### src/rtl/cmp_seq_ctrl_if.sv
// Request/result bundle between a datapath and the nibble-serial comparator.
// The master drives the request (start, a, b); the slave returns status and result.
interface cmp_seq_ctrl_if #(
    parameter int NIBBLES = 4
);
    localparam int W = 4 * NIBBLES;

    logic         start;
    logic [W-1:0] a;
    logic [W-1:0] b;
    logic         busy;
    logic         done;
    logic         a_bigger;
    logic         b_bigger;
    logic         equals;
    logic [4:0]   nib_cnt;

    modport master (
        output start, a, b,
        input  busy, done, a_bigger, b_bigger, equals, nib_cnt
    );

    modport slave (
        input  start, a, b,
        output busy, done, a_bigger, b_bigger, equals, nib_cnt
    );
endinterface

### src/rtl/cmp_seq_ctrl.sv
// Nibble-serial unsigned magnitude comparator.
// The operands are latched when start is accepted. The block then compares one
// 4-bit nibble per clock, most significant nibble first, and stops at the first
// nibble that differs. The result flags and nib_cnt hold their values until the
// next completion.
module cmp_seq_ctrl #(
    parameter int NIBBLES = 4
) (
    input  logic            clk,
    input  logic            rst_n,
    cmp_seq_ctrl_if.slave   bus
);
    localparam int W  = 4 * NIBBLES;
    localparam int IW = (NIBBLES > 1) ? $clog2(NIBBLES) : 1;

    localparam logic [IW-1:0] IDX_TOP = IW'(NIBBLES - 1);
    localparam logic [4:0]    NIB_MAX = 5'(NIBBLES);

    typedef enum logic {
        S_IDLE = 1'b0,
        S_RUN  = 1'b1
    } state_t;

    // True 4-bit magnitude compare. The result is {x_greater, y_greater}.
    function automatic logic [1:0] nib_cmp(input logic [3:0] x, input logic [3:0] y);
        nib_cmp = {(x > y), (y > x)};
    endfunction

    state_t          state_q,    state_d;
    logic [W-1:0]    ra_q,       ra_d;
    logic [W-1:0]    rb_q,       rb_d;
    logic [IW-1:0]   idx_q,      idx_d;
    logic [IW-1:0]   cnt_q,      cnt_d;
    logic            busy_q,     busy_d;
    logic            done_q,     done_d;
    logic            a_bigger_q, a_bigger_d;
    logic            b_bigger_q, b_bigger_d;
    logic            equals_q,   equals_d;
    logic [4:0]      nib_cnt_q,  nib_cnt_d;

    logic [3:0]      nib_a_s;
    logic [3:0]      nib_b_s;
    logic [1:0]      cmp_s;

    // Select the nibble under examination and compare its magnitudes.
    always_comb begin
        nib_a_s = ra_q[{idx_q, 2'b00} +: 4];
        nib_b_s = rb_q[{idx_q, 2'b00} +: 4];
        cmp_s   = nib_cmp(nib_a_s, nib_b_s);
    end

    // Compute the next state. done defaults low so that it is a single-cycle pulse.
    always_comb begin
        state_d    = state_q;
        ra_d       = ra_q;
        rb_d       = rb_q;
        idx_d      = idx_q;
        cnt_d      = cnt_q;
        busy_d     = busy_q;
        done_d     = 1'b0;
        a_bigger_d = a_bigger_q;
        b_bigger_d = b_bigger_q;
        equals_d   = equals_q;
        nib_cnt_d  = nib_cnt_q;
        case (state_q)
            S_IDLE: begin
                if (bus.start) begin
                    ra_d    = bus.a;
                    rb_d    = bus.b;
                    idx_d   = IDX_TOP;
                    cnt_d   = {IW{1'b0}};
                    busy_d  = 1'b1;
                    state_d = S_RUN;
                end else begin
                    busy_d  = 1'b0;
                end
            end
            S_RUN: begin
                if (cmp_s != 2'b00) begin
                    a_bigger_d = cmp_s[1];
                    b_bigger_d = cmp_s[0];
                    equals_d   = 1'b0;
                    nib_cnt_d  = 5'(cnt_q) + 5'd1;
                    done_d     = 1'b1;
                    busy_d     = 1'b0;
                    state_d    = S_IDLE;
                end else if (idx_q == {IW{1'b0}}) begin
                    a_bigger_d = 1'b0;
                    b_bigger_d = 1'b0;
                    equals_d   = 1'b1;
                    nib_cnt_d  = NIB_MAX;
                    done_d     = 1'b1;
                    busy_d     = 1'b0;
                    state_d    = S_IDLE;
                end else begin
                    idx_d = idx_q - IW'(1);
                    cnt_d = cnt_q + IW'(1);
                end
            end
            default: begin
                busy_d  = 1'b0;
                state_d = S_IDLE;
            end
        endcase
    end

    // State and output registers. An asynchronous reset abandons any comparison.
    always_ff @(posedge clk or negedge rst_n) begin
        if (!rst_n) begin
            state_q    <= S_IDLE;
            ra_q       <= {W{1'b0}};
            rb_q       <= {W{1'b0}};
            idx_q      <= {IW{1'b0}};
            cnt_q      <= {IW{1'b0}};
            busy_q     <= 1'b0;
            done_q     <= 1'b0;
            a_bigger_q <= 1'b0;
            b_bigger_q <= 1'b0;
            equals_q   <= 1'b0;
            nib_cnt_q  <= 5'd0;
        end else begin
            state_q    <= state_d;
            ra_q       <= ra_d;
            rb_q       <= rb_d;
            idx_q      <= idx_d;
            cnt_q      <= cnt_d;
            busy_q     <= busy_d;
            done_q     <= done_d;
            a_bigger_q <= a_bigger_d;
            b_bigger_q <= b_bigger_d;
            equals_q   <= equals_d;
            nib_cnt_q  <= nib_cnt_d;
        end
    end

    assign bus.busy     = busy_q;
    assign bus.done     = done_q;
    assign bus.a_bigger = a_bigger_q;
    assign bus.b_bigger = b_bigger_q;
    assign bus.equals   = equals_q;
    assign bus.nib_cnt  = nib_cnt_q;
endmodule

### src/flat_wrapper.sv
// flat-port wrapper written by rule: the top's interface ports become plain ports
module cmp_seq_ctrl_flat 
#(
    parameter int NIBBLES = 4
)
  (clk, rst_n, bus_start, bus_a, bus_b, bus_busy, bus_done, bus_a_bigger, bus_b_bigger, bus_equals, bus_nib_cnt);
  cmp_seq_ctrl_if #(.NIBBLES(NIBBLES)) bus_i ();
  input  logic clk;
  input  logic rst_n;
  input wire logic [$bits(bus_i.start)-1:0] bus_start;
  input wire logic [$bits(bus_i.a)-1:0] bus_a;
  input wire logic [$bits(bus_i.b)-1:0] bus_b;
  output wire logic [$bits(bus_i.busy)-1:0] bus_busy;
  output wire logic [$bits(bus_i.done)-1:0] bus_done;
  output wire logic [$bits(bus_i.a_bigger)-1:0] bus_a_bigger;
  output wire logic [$bits(bus_i.b_bigger)-1:0] bus_b_bigger;
  output wire logic [$bits(bus_i.equals)-1:0] bus_equals;
  output wire logic [$bits(bus_i.nib_cnt)-1:0] bus_nib_cnt;
  assign bus_i.start = bus_start;
  assign bus_i.a = bus_a;
  assign bus_i.b = bus_b;
  assign bus_busy = bus_i.busy;
  assign bus_done = bus_i.done;
  assign bus_a_bigger = bus_i.a_bigger;
  assign bus_b_bigger = bus_i.b_bigger;
  assign bus_equals = bus_i.equals;
  assign bus_nib_cnt = bus_i.nib_cnt;
  cmp_seq_ctrl #(.NIBBLES(NIBBLES)) u_core (.clk(clk), .rst_n(rst_n), .bus(bus_i));
endmodule
### config.mk
export PLATFORM = sky130hd
export DESIGN_NAME = cmp_seq_ctrl_flat
export DESIGN_NICKNAME = d
export VERILOG_FILES = /design/src/rtl/cmp_seq_ctrl_if.sv /design/src/rtl/cmp_seq_ctrl.sv /design/src/flat_wrapper.sv
export SDC_FILE = /design/constraint.sdc
export NUM_CORES = 1
export LEC_CHECK = 0
export CORE_ASPECT_RATIO = 2
export CORE_MARGIN = 3
export CORE_UTILIZATION = 50
export DETAILED_ROUTE_END_ITERATION = 7
export PLACE_DENSITY_LB_ADDON = 0.1
export RECOVER_POWER = 50
export SLEW_MARGIN = 20
export SYNTH_ARGS = -nofsm -noshare
export SYNTH_HDL_FRONTEND = slang
export SYNTH_SLANG_ARGS = --single-unit
### constraint.sdc
create_clock -name clk -period 2.9 [get_ports clk]
set_input_delay 0.58 -clock clk [delete_from_list [all_inputs] [get_ports clk]]
set_output_delay 0.58 -clock clk [all_outputs]
set_load 0.005 [all_outputs]
* Word level (Yosys, flattened, before mapping)
Index checks and enable logic that the tools add are counted.
Cells by class: $add $sub $neg 3, magnitude comparators 2, equal/unequal tests 4, shifts and indexed selects 2, multiplexer cells 24, bitwise gates (word level) 1, reduce and logical (&&, ||, !) cells 6
Operators by type and width (number):
- $shiftx A16 B5 Y4 | 2
- $mux W1 | 12
- $mux W2 | 6
- $mux W5 | 2
- $gt A4 B4 Y1 | 2
- $pmux W2 S2 | 2
- $ne A2 B2 Y1 const B | 3
- $pmux W1 S2 | 2
- $reduce_and A2 Y1 | 2
- $reduce_bool A2 Y1 | 2
- $add A2 B1 Y3 const B | 1
- $ne A3 B3 Y1 const B | 1
- $reduce_and A3 Y1 | 1
- $add A2 B1 Y2 const B | 1
- $logic_not A2 Y1 | 1
- $sub A2 B1 Y2 const B | 1
- $not A1 Y1 | 1
Storage, ports and cells: flip-flop bits (word level) 47, input bits 35, output and inout bits 10

* Depth between registers and ports, before layout
depth in word-level cells 5, depth in mapped cells 9, gate-level depth less buffers 8

* Worst setup path before layout
Ideal clock, no wire load.
kind reg2reg, from reg u_core.idx_q[0], to reg u_core.cnt_q[0], setup time 125 ps, data arrival time 2332 ps, setup slack 443 ps, stages on the path, launching flop included 8, buffers on the path 1, period minus slack after synthesis 2457 ps, cells stage by stage dfrtp_1 buf_2 mux4_2 ha_1 nand4_2 nor4b_4 nor2_2 mux2_4
Between the ends: word-level cells in the longest chain between the ends 5, elaborated cells on any way between the ends 9
RTL lines:
- start: declaration | line cmp_seq_ctrl.sv:32 | logic [IW-1:0] idx_q, idx_d;
- start signal: assignment | line cmp_seq_ctrl.sv:113 | idx_q <= {IW{1'b0}};
- start signal: assignment | line cmp_seq_ctrl.sv:125 | idx_q <= idx_d;
- $shiftx A16 B5 Y4, on equally long branches | line cmp_seq_ctrl.sv:48, cmp_seq_ctrl.sv:47
- $gt A4 B4 Y1 | line cmp_seq_ctrl.sv:26 | nib_cmp = {(x > y), (y > x)};
- $reduce_bool A2 Y1 | line cmp_seq_ctrl.sv:79 | if (cmp_s != 2'b00) begin
- $ne A2 B2 Y1 (no line)
- $reduce_and A3 Y1 (no line) (*)
- end signal: assignment | line cmp_seq_ctrl.sv:114 | cnt_q <= {IW{1'b0}};
- end signal: assignment | line cmp_seq_ctrl.sv:126 | cnt_q <= cnt_d;
- end: declaration | line cmp_seq_ctrl.sv:33 | logic [IW-1:0] cnt_q, cnt_d;
Every way passes the cells marked *; elsewhere a longest branch is shown, timed or not. A chain may end at the register's enable or synchronous reset.

* Final worst setup path
from reg u_core.idx_q[0], to reg u_core.nib_cnt_q[2] (netlist: u_core.bus.nib_cnt[2])
Between the ends: word-level cells in the longest chain between the ends 5, elaborated cells on any way between the ends 9
RTL lines:
- $shiftx A16 B5 Y4, on equally long branches | line cmp_seq_ctrl.sv:48, cmp_seq_ctrl.sv:47
- $gt A4 B4 Y1 | line cmp_seq_ctrl.sv:26
- $reduce_bool A2 Y1 | line cmp_seq_ctrl.sv:79
- $reduce_bool A2 Y1 (no line)
- $reduce_and A2 Y1 (no line)
- end signal: assignment | line cmp_seq_ctrl.sv:132 | nib_cnt_q <= nib_cnt_d;
- end: declaration | line cmp_seq_ctrl.sv:39 | logic [4:0] nib_cnt_q, nib_cnt_d;
Parallel ways exist; a longest one is shown, timed or not.

==> run metrics <==
area of the multi-input gates 866 µm²; minimum clock period 2620 ps; first-pass GRT wire length 6.62 mm; clk root buf clkbuf_8; synth top area cells dfrtp_1 55%, mux2_1 17%, mux4_2 8.7%; post-placement cell area 2520 µm²; Clock transition at path regs 80 ps; DRC 0; Top Family by Delay on Critical Path flip-flops; Die Area 4970 µm²; max-slew violations 46; Startpoint Class flip-flop; WL per Instance 16.2 µm; Synth top area share 0.546; LEAKAGE 1.15 nW; asr flop ratio synth 1.00; syn_area_per_cell 14.5 µm²; post-CTS setup buffer count 0; FF+latch count, synth 45; Placeable Area 3920 µm²; post-layout util 0.669; Register Area 1130 µm²; power share of the clock group 0.202; Avg Vias per Cell 5.40; TritonCTS clock tree built; P per Cell Area 774 nW/µm²; post-route ant nets 0; antenna violations before repair 0; FILL cells 325; largest net degree at the start of global routing 46; WP depth 7; Syn-to-layout area delta 27.3%; clock latency on the worst-skew pair 290 ps; NetSw 0.000593 W; final wirelength 3.86 mm; measured slew at the worst slew-check pin 2310 ps; clock skew 4.78 ps; ordered cell list for the critical path mux4_2 > ha_1 > nand4_2 > or2_1 > o21ai_2 > inv_2 > o22a_1; relative slew slack -0.541; ys flop type dfrtp_1; CTS H-tree depth 2; Max stage delay on crit path 670 ps; hpwl dp 2.97 mm; Max Freq 0.381 GHz; crit path kind flip-flop to flip-flop; vias 1,285; period utilization 0.904; setup TNS 0 ps; Iter 0 DRT Violations 7; EDFF count, synth 0; GRT overflow 0; # rows 32; I/O pins 45; max-cap check violation count 1; Starting Density 0.525; crit end category flip-flop; DIE HEIGHT 96.8 µm; Setup-failing EPs final 0; fraction of layout cells with a size suffix above 1 0.144; post-synthesis sequential area ratio 0.546; Final nets 227; synthesized cell area 2060 µm²; HP Class flip-flop to flip-flop; failing checks max-capacitance violations, max-slew violations; post_cts resized 0; Hold Path Stages 2; Port-buffer cells 42; RSZ-0062 raised after global routing no; vias in the first global route 1,500; CTS Buffer Depth 2; Flop pwr share 0.471; total CTS buffers 5; GRT Total Usage 0.177; status complete, but fails checks; Final Hold Fails 0; Hold Buf Count CTS 0; Sw Ratio 0.292; Comb pwr share 0.327; Critical-path top delay cell dfrtp_1; final instance area 2620 µm²; area leader, netlist dfrtp_1; Worst Path Required 3080 ps; Antenna Cells 0; Max VDD drop 0.505 mV; count of different cell masters after synthesis 30; worst path bufs/invs 1; Crit Path Max Fanout 11; Synth Instances 142; Placer Congestion 0.789; drt pass-1 iters 2; Chip Width 51.4 µm; internal power 0.00144 W; CTS sink cnt 45; r2r worst-path depth 7; WP data arrival 2800 ps; YS warnings 0
area by class of cell:
cell class	count	area share
Clock inverter	1	0.00191
Inverter	8	0.0114
Timing Repair Buffer	45	0.166
Sequential cell	45	0.429
Clock buffer	7	0.0367
Multi-Input combinational cell	81	0.330
Tap cell	51	0.0243
flip-flops by register name (all words and copies together), names as in the netlist:
name and flops:
u_core.rb_q 16, u_core.ra_q 16, u_core.cnt_q 2, u_core.bus.b_bigger 1, u_core.bus.a_bigger 1, u_core.state_q 1, u_core.bus.nib_cnt 3, u_core.bus.equals 1
u_core.bus.busy 1, u_core.idx_q 2, u_core.bus.done 1
per-layer routing:
| metal | GRT usage | vias to the layer above | part of all wire | routed length (µm) |
|---|---|---|---|---|
| met5 | 0 | - | 0 | 0 |
| met4 | 0.0747 | 0 | 0.025 | 96 |
| met3 | 0.0324 | 7 | 0.032 | 123 |
| met2 | 0.338 | 31 | 0.61 | 2370 |
| met1 | 0.173 | 653 | 0.33 | 1270 |
| li1 | - | 594 | - | - |
power groups by stage:
stage / registers [W] / logic, W / clock network [W]
detailed placement: 0.000971 / 0.000680 / 0
CTS: 0.000962 / 0.000685 / 0.000425
global placement: 0.000966 / 0.000646 / 0
finish: 0.000957 / 0.000664 / 0.000409
global route: 0.000983 / 0.000740 / 0.000445
floorplan: 0.000906 / 0.000476 / 0
worst min-delay path, delay by kind of cell (launching register included):
kind | cells | cell delay [ps]
flip-flops | 1 | 340
AND/OR/NAND/NOR | 2 | 90
placed cells by master, fill, tap and decap left out, types with 2 or more instances in the layout:
cell	instances
a21oi_1	6
buf_4	3
clkbuf_8	7
clkdlybuf4s50_1	37
conb_1	2
dfrtp_1	45
dlygate4sd3_1	4
ha_1	6
inv_1	7
mux2_1	32
mux4_2	8
nand2_1	6
nor3_1	2
cells in the mapped netlist, types with 2 or more instances:
cell type / n
nand2_1: 6
a21oi_1: 6
nor3_1: 2
inv_1: 7
nor2b_1: 2
ha_1: 6
buf_2: 7
mux2_1: 32
buf_4: 2
dfrtp_1: 45
mux4_2: 8
worst paths after layout:
kind,startpoint,to,slack [ps]
hold / removal,u_core.bus.a_bigger,u_core.bus.a_bigger,460
min in group asynchronous,rst_n,u_core.rb_q[2],980
hold reg to reg,u_core.bus.a_bigger,u_core.bus.a_bigger,460
setup reg to reg,u_core.idx_q[0],u_core.bus.nib_cnt[2],280
setup / recovery,u_core.idx_q[0],u_core.bus.nib_cnt[2],280
max in group asynchronous,rst_n,u_core.bus.done,610
kinds of logic after synthesis:
group,synth area share
mux,0.270
simple gates,0.0583
other cells,0.00182
buf+inv,0.0389
compound gates,0.0486
flops,0.546
fa+ha+maj,0.0364
stage by stage:
stage	hold WS [ps]	cells	total power, W	setup slack [ps]
2_1_floorplan	284	143	0.00138	443
3_3_place_gp	457	230	0.00161	355
3_5_place_dp	460	230	0.00165	250
4_1_cts	471	238	0.00207	243
5_1_grt	506	238	0.00217	84.3
6_report	464	238	0.00203	279
No activity file was read; power rests on OpenSTA's default activity.
